<file path="config.mk">
export PLATFORM = sky130hd
export DESIGN_NAME = ltl_report_collector
export DESIGN_NICKNAME = d
export VERILOG_FILES = /design/src/rtl/ltl_report_collector.sv
export SDC_FILE = /design/constraint.sdc
export NUM_CORES = 1
export LEC_CHECK = 0
export ABC_AREA = 1
export CAP_MARGIN = 20
export CORE_MARGIN = 3
export CORE_UTILIZATION = 60
export CTS_BUF_LIST = sky130_fd_sc_hd__clkbuf_8
export DETAILED_ROUTE_END_ITERATION = 6
export HOLD_SLACK_MARGIN = 0.12
export PLACE_DENSITY = 0.8
export SLEW_MARGIN = 20
export SYNTH_ARGS = -nofsm -noshare
export SYNTH_HDL_FRONTEND = slang
export SYNTH_SLANG_ARGS = --single-unit
</file>
<file path="constraint.sdc">
create_clock -name clk -period 14.6 [get_ports clk]
set_clock_uncertainty 0.15 [all_clocks]
set_input_delay 2.19 -clock clk [delete_from_list [all_inputs] [get_ports clk]]
set_output_delay 2.19 -clock clk [all_outputs]
set_load 0.02 [all_outputs]
</file>
<file path="src/rtl/ltl_report_collector.sv">
// ltl_report_collector: tags report activity from an LTL automaton cluster with
// the symbol index that caused it, buffers the events in a small FIFO and
// drains them over a valid/ready interface. Tracks drops and the first event.
module ltl_report_collector #(
  parameter int unsigned NUM_REPORTS = 4,
  parameter int unsigned IDX_W       = 16,
  parameter int unsigned DEPTH       = 8,
  parameter int unsigned DROP_W      = 8
) (
  input  logic                         clk,
  input  logic                         reset,
  input  logic                         run,
  input  logic                         clear,
  input  logic [NUM_REPORTS-1:0]       reports,
  output logic                         ev_valid,
  input  logic                         ev_ready,
  output logic [IDX_W+NUM_REPORTS-1:0] ev_data,
  output logic [$clog2(DEPTH):0]       fifo_count,
  output logic                         overflow,
  output logic [DROP_W-1:0]            drop_count,
  output logic                         first_valid,
  output logic [IDX_W-1:0]             first_idx
);

  localparam int unsigned PTR_W   = $clog2(DEPTH);
  localparam int unsigned CNT_W   = PTR_W + 1;
  localparam int unsigned ENTRY_W = IDX_W + NUM_REPORTS;

  logic [IDX_W-1:0]   sym_idx_q, sym_idx_d;
  logic               run_q, run_d;
  logic [IDX_W-1:0]   idx_q, idx_d;
  logic [ENTRY_W-1:0] mem_q [DEPTH];
  logic [ENTRY_W-1:0] mem_d [DEPTH];
  logic [PTR_W-1:0]   wr_ptr_q, wr_ptr_d;
  logic [PTR_W-1:0]   rd_ptr_q, rd_ptr_d;
  logic [CNT_W-1:0]   count_q, count_d;
  logic               overflow_q, overflow_d;
  logic [DROP_W-1:0]  drop_q, drop_d;
  logic               first_valid_q, first_valid_d;
  logic [IDX_W-1:0]   first_idx_q, first_idx_d;

  logic full_c;
  logic event_c;
  logic pop_c;
  logic push_c;

  // Head of the FIFO is presented directly; the slot under rd_ptr is stable
  // until it is popped, so ev_data holds while the consumer stalls.
  assign ev_valid    = (count_q != '0);
  assign ev_data     = ev_valid ? mem_q[rd_ptr_q] : '0;
  assign fifo_count  = count_q;
  assign overflow    = overflow_q;
  assign drop_count  = drop_q;
  assign first_valid = first_valid_q;
  assign first_idx   = first_idx_q;

  // Event qualification and FIFO handshake decisions for this cycle.
  always_comb begin
    full_c  = (count_q == CNT_W'(DEPTH));
    event_c = run_q && (|reports);
    pop_c   = ev_valid && ev_ready;
    push_c  = event_c && (!full_c || pop_c);
  end

  // Next-state for index tracking, FIFO storage and status; clear wins over all.
  always_comb begin
    sym_idx_d     = sym_idx_q;
    run_d         = run;
    idx_d         = idx_q;
    mem_d         = mem_q;
    wr_ptr_d      = wr_ptr_q;
    rd_ptr_d      = rd_ptr_q;
    count_d       = count_q;
    overflow_d    = overflow_q;
    drop_d        = drop_q;
    first_valid_d = first_valid_q;
    first_idx_d   = first_idx_q;

    if (clear) begin
      sym_idx_d     = '0;
      run_d         = 1'b0;
      idx_d         = '0;
      for (int i = 0; i < int'(DEPTH); i++) mem_d[i] = '0;
      wr_ptr_d      = '0;
      rd_ptr_d      = '0;
      count_d       = '0;
      overflow_d    = 1'b0;
      drop_d        = '0;
      first_valid_d = 1'b0;
      first_idx_d   = '0;
    end else begin
      if (run) begin
        idx_d     = sym_idx_q;
        sym_idx_d = sym_idx_q + IDX_W'(1);
      end

      if (pop_c) rd_ptr_d = rd_ptr_q + PTR_W'(1);

      if (push_c) begin
        mem_d[wr_ptr_q] = {idx_q, reports};
        wr_ptr_d        = wr_ptr_q + PTR_W'(1);
      end else if (event_c) begin
        overflow_d = 1'b1;
        if (drop_q != '1) drop_d = drop_q + DROP_W'(1);
      end

      count_d = count_q + CNT_W'(push_c) - CNT_W'(pop_c);

      if (event_c && !first_valid_q) begin
        first_valid_d = 1'b1;
        first_idx_d   = idx_q;
      end
    end
  end

  // State register with asynchronous reset.
  always_ff @(posedge clk or posedge reset) begin
    if (reset) begin
      sym_idx_q     <= '0;
      run_q         <= 1'b0;
      idx_q         <= '0;
      for (int i = 0; i < int'(DEPTH); i++) mem_q[i] <= '0;
      wr_ptr_q      <= '0;
      rd_ptr_q      <= '0;
      count_q       <= '0;
      overflow_q    <= 1'b0;
      drop_q        <= '0;
      first_valid_q <= 1'b0;
      first_idx_q   <= '0;
    end else begin
      sym_idx_q     <= sym_idx_d;
      run_q         <= run_d;
      idx_q         <= idx_d;
      mem_q         <= mem_d;
      wr_ptr_q      <= wr_ptr_d;
      rd_ptr_q      <= rd_ptr_d;
      count_q       <= count_d;
      overflow_q    <= overflow_d;
      drop_q        <= drop_d;
      first_valid_q <= first_valid_d;
      first_idx_q   <= first_idx_d;
    end
  end

endmodule

</file>
==> results.md <==
| Item | Reported |
| --- | --- |
| Result of the run | finished, final reports clean |
| Number of synthesized register bits | 229 |
| Maximum number of pins on one net before global-route repair | 152 |
| Count of hold buffers inserted by post-cts repair | 0 |
| Antenna violations before repair | 0 |
| Final Setup Violations | 0 |
| DRC errors left | 0 |
| Power density of the placed cells | 134 mW/mm^2 |
| Row count | 49 |
| Avg Synthesized Cell Area | 8.00 sq um |
| Total buffers and inverters traversed by the critical path | 2 |
| HPWL after detailed placement | 17400 um |
| Max H-tree Level | 2 |
| Post-CTS clock slew at the launch and capture registers of the worst setup and hold paths | 0.06 ns |
| Buffers from clock root to sink, at most | 3 |
| Buffers inserted by post-CTS timing repair | 0 |
| Worst vdd rail ir drop | 0.0000998 V |
| Most frequent standard cell in the layout excluding fill and tap cells | nand2_1 |
| I/O Pins | 60 |
| Clock period minus worst slack | 5.70 ns |
| First-pass iteration count of the detailed router | 5 |
| Root buffer cell | clkbuf_8 |
| Clk_lat worst skew | 0.53 ns |
| Sequential fraction of the synthesis area | 50.4% |
| Ordered cell list for the critical path | inv_1 -> a21oi_1 -> o21ai_0 -> o21ai_0 -> nor2_1 -> nor2_1 -> clkdlybuf4s50_1 |
| Area delta synth->final | 12.3% |
| Net total in the final layout | 1470 |
| Starting Density | 62.2% |
| Number of nets with antenna violations after routing | 0 |
| Share of layout cells above drive strength 1 | 9.07% |
| Vias in the first global route | 9323 |
| Startpoint of the lowest-slack register-to-register path | fifo_count[2] |
| Global-route wire length before repair | 48400 um |
| Maximum net fanout on the critical path | 66 |
| DRT iter0 DRCs | 1063 |
| PnR Total Power | 1.71 mW |
| Max-cap violations | 0 |
| Vertical die dimension | 144 um |
| Routability congestion estimate from global placement | 0.849 |
| Tot GR Track Use | 29.5% |
| Setup crit end kind | output pin |
| Synth cell types | 33 |
| CP max stage cell | dfrtp_4 |
| Gr ovfl total | 0 |
| Classification of the worst setup path | flop to output pin |
| Critical hold path startpoint | first_idx[0] |
| Number of enable-type register cells in the synthesized netlist | 0 |
| Per-cell routed wire length | 17.4 um |
| Post-synthesis cell area | 0.0114 sq mm |
| Setup repair after global routing missed its margin | false |
| Clock sink count | 229 |
| Fmax | 175 MHz |
| Maximum cell stage delay along the critical path | 0.84 ns |
| Syn Nets | 1441 |
| DRT Wirelength | 29600 um |
| Commonest cells after routing, fill and taps aside | 380 x nand2_1, 227 x dfrtp_1, 139 x inv_1, 139 x o21ai_0, 136 x nand3_1 |
| Final clock period utilization by the worst path | 39.0% |
| Number of instances in the synthesized netlist | 1421 |
| TritonCTS clock tree | built |
| Worst Hold Class | flop to flop |
| Async S/R FF share, synth | 100% |
| Required @ worst endpoint | 12.26 ns |
| Worst-margin pin slew | 1.04 ns |
| Data arrival time at the worst-slack endpoint | 3.36 ns |
| Category of cells accounting for the largest share of critical-path delay | buffers and inverters |
| Core area | 0.0183 sq mm |
| Via density per instance | 5.83 |
| Hold violation count in the final report | 0 |
| Final-report max-slew violation count | 0 |
| Most used flip-flop cell after synthesis | dfrtp_1 |
| Horizontal die dimension | 144 um |
| Worst slew margin relative to its limit | 30.8% |
| DIE AREA | 0.0206 sq mm |
| Number of CTS-inserted buffers | 40 |
| Antenna fix cells | 0 |
| Via count | 9946 |
| Pleak | 6.17 nW |
| # resized after CTS | 0 |
| I/O Buffers | 59 |
| Kind of start point of the critical path | flop |
| Total of warnings raised by yosys | 0 |
| Summed negative setup slack over all endpoints | 0 ns |
| Start point of the critical path | rd_ptr_q[0] |
-- worst register-to-register path, delay by kind of cell (launching register included) --
kind	cells	cell delay (ns)
and+or+nand+nor	5	0.89
DFF	1	0.34
buffers and inverters	2	0.11
adders and majority gates	4	1.12
xor gates and xnor gates	1	0.18
-- cell families after synthesis --
family / after synthesis / synth area share, %
flip-flops: 229 / 50.4
AO/OA/AOI/OAI: 264 / 13.2
AND/OR/NAND/NOR: 690 / 26.3
XOR/XNOR: 3 / 0.231
buffers and inverters: 224 / 8.59
adder cells (fa/ha/maj): 11 / 1.28
-- power by group --
| part | total, mW | internal (mW) | switching, mW |
|---|---|---|---|
| Clock | 0.615 | 0.354 | 0.262 |
| Sequential | 0.671 | 0.646 | 0.0257 |
| Combinational | 0.419 | 0.147 | 0.272 |
-- worst paths after layout --
path                       cells after the start  slack, ns       endpoint
max                                            7       8.90    ev_data[19]
max reg2reg                                   12      11.68  fifo_count[2]
min reg2reg                                    2       0.33   first_idx[0]
min                                            2       0.33   first_idx[0]
max in group asynchronous                      3      10.81    rd_ptr_q[0]
min in group asynchronous                      2       1.96      mem_q[15]
-- through the flow --
step / cell area, sq um / setup WS (ns) / instances / util, % / hold WS [ns]
floorplan: 11400 / 5.98 / 1421 / - / 0.313
global placement: 11900 / 9.56 / 1636 / 65.1 / 0.317
detailed placement: 11900 / 9.50 / 1636 / 65.1 / 0.315
CTS: 12700 / 8.94 / 1705 / 69.7 / 0.335
global route: 12800 / 8.68 / 1706 / 69.8 / 0.357
finish: 12800 / 8.90 / 1706 / 69.8 / 0.327
-- flip-flops by register name (all words and copies together), names as in the netlist, 3 cells and up --
signal,cells
rd_ptr_q,3
mem_q,160
fifo_count,4
sym_idx_q,16
idx_q,16
drop_count,8
wr_ptr_q,3
first_idx,16
-- routing by layer --
layer  global-route usage, %  vias up  share of wire (%)
met2                    46.4      465                 46
met1                    42.3     4760                 42
met4                    9.76        0                2.7
li1                        -     4655                  -
met3                    4.83       66                8.9
met5                       0        -                  0
-- cell usage after synthesis (7+ instances only) --
library cell / instances / area [sq um]
a21oi_1: 51 / 255
buf_1: 11 / 41.3
buf_2: 28 / 140
buf_6: 9 / 101
clkbuf_1: 27 / 101
dfrtp_1: 229 / 5730
ha_1: 10 / 125
inv_1: 131 / 492
inv_2: 7 / 26.3
nand2_1: 380 / 1430
nand3_1: 136 / 681
nand4_1: 18 / 113
nor2_1: 131 / 492
o211ai_1: 20 / 150
o21ai_0: 139 / 696
o21ai_1: 10 / 50.1
o21ai_2: 30 / 263
o22ai_1: 13 / 81.3
-- layout make-up --
class	instances	area, sq um
flip-flops and latches	229	5740
fillers	1493	5510
multi-input cells	968	4660
clock buffers	52	716
repair buffers	68	678
inverters	143	557
well taps	229	287
clock inverters	17	126
No activity file was read; power rests on OpenSTA's default activity.
